==> config.mk <==
export PLATFORM = sky130hd
export DESIGN_NAME = seq_multiplier
export DESIGN_NICKNAME = d
export VERILOG_FILES = /design/src/rtl/mult_pkg.sv /design/src/rtl/seq_multiplier_pp_row.sv /design/src/rtl/seq_multiplier.sv
export SDC_FILE = /design/constraint.sdc
export NUM_CORES = 1
export LEC_CHECK = 0
export BUFFER_PORTS_ARGS = -buffer_cell sky130_fd_sc_hd__buf_2
export CAP_MARGIN = 10
export CORE_UTILIZATION = 60
export CTS_BUF_LIST = sky130_fd_sc_hd__clkbuf_8 sky130_fd_sc_hd__clkbuf_16
export DETAILED_ROUTE_END_ITERATION = 6
export GPL_TIMING_DRIVEN = 0
export PLACE_DENSITY = 0.88
export SETUP_SLACK_MARGIN = 0.3
export SYNTH_ARGS = -nofsm -noshare
export SYNTH_HDL_FRONTEND = slang
export SYNTH_SLANG_ARGS = --single-unit
==> constraint.sdc <==
create_clock -name clk -period 4.2 [get_ports clk]
set_input_delay 1.26 -clock clk [delete_from_list [all_inputs] [get_ports clk]]
set_output_delay 1.26 -clock clk [all_outputs]
set_load 0.02 [all_outputs]
==> src/rtl/mult_pkg.sv <==
// mult_pkg: shared state encoding and default operand width for seq_multiplier.
package mult_pkg;
  typedef enum logic [1:0] {IDLE = 2'd0, RUN = 2'd1, DONE = 2'd2} state_t;
  localparam int DEF_WIDTH = 8;
endpackage

==> src/rtl/seq_multiplier_pp_row.sv <==
// pp_row: one partial-product row, the multiplicand gated by the current multiplier bit.
module pp_row #(
  parameter int WIDTH = 8
) (
  input  logic [WIDTH-1:0] a,
  input  logic             b0,
  output logic [WIDTH-1:0] row
);
  assign row = a & {WIDTH{b0}};
endmodule

==> src/rtl/seq_multiplier.sv <==
// seq_multiplier: shift-and-add multiplier, one partial-product row per clock.
// Define SEQ_MULT_SIGNED_EN for two's complement operands and product.
module seq_multiplier
  import mult_pkg::*;
#(
  parameter int WIDTH = DEF_WIDTH,
  parameter int CNT_W = $clog2(WIDTH + 1)
) (
  input  logic               clk,
  input  logic               rst_n,
  input  logic               in_valid,
  output logic               in_ready,
  input  logic [WIDTH-1:0]   a,
  input  logic [WIDTH-1:0]   b,
  output logic               out_valid,
  input  logic               out_ready,
  output logic [2*WIDTH-1:0] product,
  output logic               busy
);
  state_t state, state_nxt;
  logic [WIDTH-1:0] a_reg, b_reg, row, a_in, b_in;
  logic [2*WIDTH-1:0] acc, acc_nxt, prod_reg, prod_fin;
  logic [WIDTH:0] sum;
  logic [CNT_W-1:0] cnt;
  logic accept, last;
  pp_row #(.WIDTH(WIDTH)) u_pp_row (.a(a_reg), .b0(b_reg[0]), .row(row));
  assign sum = {1'b0, acc[2*WIDTH-1:WIDTH]} + {1'b0, row};
  assign acc_nxt = {sum, acc[WIDTH-1:1]};
  assign last = cnt == CNT_W'(WIDTH - 1);
  assign accept = state == IDLE && in_valid;
`ifdef SEQ_MULT_SIGNED_EN
  logic sign;
  assign a_in = a[WIDTH-1] ? -a : a;
  assign b_in = b[WIDTH-1] ? -b : b;
  assign prod_fin = sign ? -acc_nxt : acc_nxt;
  always_ff @(posedge clk or negedge rst_n)
    if (!rst_n) sign <= 1'b0;
    else if (accept) sign <= a[WIDTH-1] ^ b[WIDTH-1];
`else
  assign a_in = a;
  assign b_in = b;
  assign prod_fin = acc_nxt;
`endif
  always_comb begin
    state_nxt = accept ? RUN :
                (state == RUN && last) ? DONE :
                (state == DONE && out_ready) ? IDLE : state;
  end
  always_ff @(posedge clk or negedge rst_n) begin
    if (!rst_n) begin
      state    <= IDLE;
      a_reg    <= '0;
      b_reg    <= '0;
      acc      <= '0;
      cnt      <= '0;
      prod_reg <= '0;
    end else begin
      state <= state_nxt;
      if (accept) begin
        a_reg <= a_in;
        b_reg <= b_in;
        acc   <= '0;
        cnt   <= '0;
      end else if (state == RUN) begin
        acc   <= acc_nxt;
        b_reg <= b_reg >> 1;
        cnt   <= cnt + CNT_W'(1);
        if (last) prod_reg <= prod_fin;
      end
    end
  end
  assign in_ready  = state == IDLE;
  assign busy      = state == RUN;
  assign out_valid = state == DONE;
  assign product   = prod_reg;
endmodule

; Word level (Yosys, flattened, before mapping)
; Cells that the tools add are included.
[word_totals]
regBits = 54
output_inout_bits = 19
wordCells = 29
in_bits = 20
[classes]
muxes = 9
n_reduce_logical = 7
n_bitwise = 2
n_addsub = 2
n_eq_ne = 3
[op_table]
columns = cell, n
row1 = 2-to-1 mux 16 bit, 2
row2 = 2-to-1 mux 8 bit, 2
row3 = adder 8 x 8 -> 9 bit, 1
row4 = bitwise AND 8 bit, 1
row5 = 2-to-1 mux 4 bit, 2
row6 = 2-to-1 mux 2 bit, 3
row7 = adder 4 x 1 -> 4 bit (second input constant), 1
row8 = == test 4 x 3 -> 1 bit (second input constant), 1
row9 = logical AND 1 bit, 3
row10 = AND reduction 3 bit, 1
row11 = nonzero test 3 bit, 1
row12 = == test 2 x 1 -> 1 bit (second input constant), 1
row13 = == test 2 bit (second input constant), 1
row14 = zero test 2 bit, 1
row15 = nonzero test 2 bit, 1
row16 = inverter 1 bit, 1

; Logic depth before layout (Yosys ltp)
[depth]
word_depth = 5
ltp_mapped = 7
ltp_nobuf = 7

; Modules after synthesis
; From an unflattened synthesis, not the netlist that was laid out.
[hier_totals]
hier_cells = 264
area_unflattened_um2 = 2457.4
[by_module_without_submodules]
columns = mod, n_inst, area_each_um2, cells_per_inst
row1 = seq_multiplier, 1, 2407.3, 256
row2 = pp_row, 1, 50.0, 8

; Worst setup path before layout
; Ideal clock, no wire load.
[synth_timing]
path_type = flip-flop to output port
startpoint = register state[0]
endpoint = output out_valid
required_time_ns = 2.940
stages_incl_launch_ff = 3
slack_ns = 2.018
arrival_time_ns = 0.922
cell_sequence = dfrtp_1 > clkbuf_1 > nor2b_1
[synth_between]
elab_chain_cells = 1
[synth_rtl]
columns = item, line
row1 = start: declaration, seq_multiplier.sv:20  ; state_t state, state_nxt;
row2 = start signal: assignment, seq_multiplier.sv:58  ; state <= state_nxt;
row3 = == test 2 bit, seq_multiplier.sv:74  ; assign out_valid = state == DONE;
row4 = end: declaration, seq_multiplier.sv:15  ; output logic out_valid,
; No other way between the ends.

; Final worst setup path
[layout_timing]
startpoint = register state[1]
endpoint = output busy
[layout_between]
elab_chain_cells = 1
[layout_rtl]
columns = item, line
row1 = == test 2 x 1 -> 1 bit, seq_multiplier.sv:73  ; assign busy = state == RUN;
row2 = end: declaration, seq_multiplier.sv:18  ; output logic busy
; No other way between the ends.

==> Implementation_results.wiki <==
{| class="wikitable"
! Metric !! Value
|-
| Status || finished, final reports clean
|-
| Post-Syn Nets || 253
|-
| Post-detailed-routing wire length || 4703 microns
|-
| Routed length per instance || 14.84 microns
|-
| LEAKAGE || 1.505 nW
|-
| Input/output buffers || 38
|-
| ANT nets after route || 0
|-
| Highest clock frequency the design can meet || 365.1 MHz
|-
| Commonest non-fill, non-tap cells in the layout || sky130_fd_sc_hd__dfrtp_1 (53), sky130_fd_sc_hd__nand2_1 (49), sky130_fd_sc_hd__buf_2 (44)
|-
| Number of setup violations in the final report || 0
|-
| Die X-Extent || 65.51 microns
|-
| Via-to-Cell Ratio || 5.647
|-
| Total global routing overflow || 0
|-
| Most common cell after layout, fill and taps aside || sky130_fd_sc_hd__dfrtp_1
|-
| I/O pin total || 39
|-
| Maximum number of pins on one net before global-route repair || 54
|-
| Max-slew violation total from the final report || 0
|-
| Clock tree from TritonCTS || built
|-
| Layout Skew || 6.027 ps
|-
| Area growth from synthesis to layout || 15.46%
|-
| Worst-case setup slack after placement || 1799 ps
|-
| Number of antenna violations at the first check in global routing || 0
|-
| Post-synthesis sequential element count || 53
|-
| Class of the tightest hold or removal check || flop to flop
|-
| Cell types occupying the most area after synthesis || sky130_fd_sc_hd__dfrtp_1 (55%), sky130_fd_sc_hd__nand2_1 (7.6%), sky130_fd_sc_hd__ha_1 (4.7%)
|-
| Number of flip-flops in the largest register || 16
|-
| Drt pass-1 iters || 4
|-
| Sequential cell area fraction in the yosys report || 0.5481
|-
| Cell area after technology mapping || 2420 sq um
|-
| Number of H-tree branching levels || 2
|-
| Count of clock tree sinks || 53
|-
| Cell Pwr Density || 312.8 nW/um^2
|-
| Unrepaired setup endpoints after global routing || false
|-
| Standard-cell rows || 22
|-
| First-pass GRT wire length || 8073 microns
|-
| Relative slew slack || 0.6710
|-
| Clock latency of the later-clocked register in the worst-skew pair || 310 ps
|-
| Critical Path Source Type || flop
|-
| Post-CTS Setup Bufs || 0
|-
| Count of warnings emitted by yosys || 0
|-
| Max-cap violations || 0
|-
| CORE AREA || 3771 sq um
|-
| Final weighted congestion in routability-driven placement || 0.8905
|-
| WP data required || 2940 ps
|-
| Post-cts resize count || 0
|-
| Count of distinct cell types in the synthesized netlist || 36
|-
| Final cycle utilization of the critical path || 0.6521
|-
| Clock Root Buffer || sky130_fd_sc_hd__clkbuf_8
|-
| Final critical-path required period || 2739 ps
|-
| Total number of vias || 1790
|-
| Worst setup margin || 1461 ps
|-
| Clock edge transition at the registers on the reported setup and hold paths || 90 ps
|-
| Nets@finish || 299
|-
| Cells after Synth || 223
|-
| Maximum fanout along the worst path || 10
|-
| Chip Height || 65.51 microns
|-
| Maximum number of buffers from clock root to sink || 2
|-
| Critical path arrival || 1480 ps
|-
| Initial core utilization || 0.6417
|-
| Final hold violation count || 0
|-
| Post-synth top area cell || sky130_fd_sc_hd__dfrtp_1
|-
| Initial drt markers || 145
|-
| Via count of the first global-routing pass || 1800
|-
| Kind of end point of the critical path || output port
|-
| Setup total negative slack || 0 ps
|-
| Number of diodes || 0
|-
| Detailed Place HPWL || 3381 microns
|-
| Number of hold buffers added after cts || 0
|-
| Maximum vdd drop || 0.0002480 V
|-
| Avg Inst Size Synth || 10.85 sq um
|-
| GRT Overall Usage || 0.2561
|-
| Worst-margin pin slew || 492.5 ps
|-
| Detailed-route DRC error count || 0
|-
| Top cell type's share of synthesized area || 0.5481
|-
| Total power || 873.8 uW
|-
| Crit Path Class || flop to output port
|-
| Total CTS buffers || 5
|-
| Fraction of layout instances using a drive strength above 1 || 0.2528
|-
| Area of the die || 4291 sq um
|}
[metal layers]
layer / global-route usage / up-vias / part of all wire
li1: - / 875 / -
met1: 0.3333 / 860 / 0.46
met2: 0.4059 / 46 / 0.48
met3: 0.04340 / 9 / 0.043
met4: 0.1440 / 0 / 0.019
met5: 0 / - / 0
[synth_stat cells]
| master | instances |
|---|---|
| sky130_fd_sc_hd__o21ba_2 | 1 |
| sky130_fd_sc_hd__a221oi_2 | 1 |
| sky130_fd_sc_hd__o31ai_1 | 4 |
| sky130_fd_sc_hd__xor2_1 | 1 |
| sky130_fd_sc_hd__nor2b_1 | 2 |
| sky130_fd_sc_hd__nor2_1 | 2 |
| sky130_fd_sc_hd__a21oi_1 | 4 |
| sky130_fd_sc_hd__ha_1 | 9 |
| sky130_fd_sc_hd__a22oi_1 | 8 |
| sky130_fd_sc_hd__a2111o_1 | 1 |
| sky130_fd_sc_hd__fa_1 | 1 |
| sky130_fd_sc_hd__nand3_1 | 8 |
| sky130_fd_sc_hd__a21o_2 | 1 |
| sky130_fd_sc_hd__and4b_1 | 1 |
| sky130_fd_sc_hd__a31oi_1 | 1 |
| sky130_fd_sc_hd__inv_2 | 1 |
| sky130_fd_sc_hd__clkbuf_1 | 4 |
| sky130_fd_sc_hd__nand2_1 | 49 |
| sky130_fd_sc_hd__dfrtp_1 | 53 |
| sky130_fd_sc_hd__a21o_1 | 2 |
| sky130_fd_sc_hd__buf_2 | 6 |
| sky130_fd_sc_hd__inv_1 | 4 |
| sky130_fd_sc_hd__o211ai_1 | 2 |
| sky130_fd_sc_hd__nand4b_2 | 1 |
| sky130_fd_sc_hd__nand4_1 | 1 |
| sky130_fd_sc_hd__and3_4 | 1 |
| sky130_fd_sc_hd__mux2i_1 | 1 |
| sky130_fd_sc_hd__and2_1 | 8 |
| sky130_fd_sc_hd__a22o_1 | 11 |
| sky130_fd_sc_hd__mux2_2 | 10 |
| sky130_fd_sc_hd__or4_1 | 2 |
| sky130_fd_sc_hd__xnor2_1 | 3 |
| sky130_fd_sc_hd__o21ai_0 | 16 |
| sky130_fd_sc_hd__o21bai_1 | 1 |
| sky130_fd_sc_hd__nand2b_1 | 1 |
| sky130_fd_sc_hd__and3_1 | 1 |
[logic make-up (layout without fill, tap and decap cells)]
| logic type | count (synthesis) | count (layout) | share of synthesized area |
|---|---|---|---|
| adders and majority gates | 10 | 10 | 0.05481 |
| muxes | 11 | 11 | 0.05067 |
| and+or+nand+nor | 77 | 77 | 0.1505 |
| xor gates and xnor gates | 4 | 4 | 0.01448 |
| AOI/OAI and AO/OA | 53 | 53 | 0.1551 |
| buffers and inverters | 15 | 61 | 0.02637 |
| DFF | 53 | 53 | 0.5481 |
[report_power, final]
part           internal, mW  switching, mW  leakage (nW)  total, mW
clock network         0.173          0.159        0.0540      0.332
registers             0.513        0.00281         0.681      0.516
logic                0.0112         0.0144         0.770     0.0256
total                 0.698          0.176          1.50      0.874
[path summary, 6_finish.rpt]
| check | slack, ps | start | endpoint | cells after the start |
|---|---|---|---|---|
| min in group asynchronous | 870 | rst_n | product[8] | 1 |
| worst max-delay path | 1460 | state[1] | busy | 4 |
| worst max register to register | 1870 | b_reg[0] | acc[13] | 7 |
| worst min-delay path | 470 | product[5] | product[5] | 2 |
| max in group asynchronous | 2800 | rst_n | a_reg[0] | 2 |
| worst min register to register | 470 | product[5] | product[5] | 2 |
[worst max-delay path, cell delays in order (launching register included)]
cell                       delay, ps
sky130_fd_sc_hd__dfrtp_1         390
sky130_fd_sc_hd__nand2b_1        170
sky130_fd_sc_hd__inv_2           150
sky130_fd_sc_hd__buf_2           260
sky130_fd_sc_hd__buf_2           200
[area by class of cell]
| class | count | area (sq um) |
|---|---|---|
| Tap cell | 48 | 60.06 |
| Multi-Input combinational cell | 155 | 1030 |
| Sequential cell | 53 | 1326 |
| Clock inverter | 2 | 35.03 |
| Clock buffer | 5 | 68.82 |
| Inverter | 5 | 18.77 |
| Fill cell | 292 | 977.2 |
| Buffer | 10 | 45.04 |
| Timing Repair Buffer | 39 | 210.2 |
[metrics by stage]
stage,util,instances,area (sq um),hold slack [ps]
2_1_floorplan,-,223,2420,439.6
3_3_place_gp,0.7080,309,2670,452.2
3_5_place_dp,0.7080,309,2670,456.9
4_1_cts,0.7356,316,2774,478.5
5_1_grt,0.7409,317,2794,494.2
6_report,0.7409,317,2794,474.5
No activity file was read; power rests on OpenSTA's default activity.
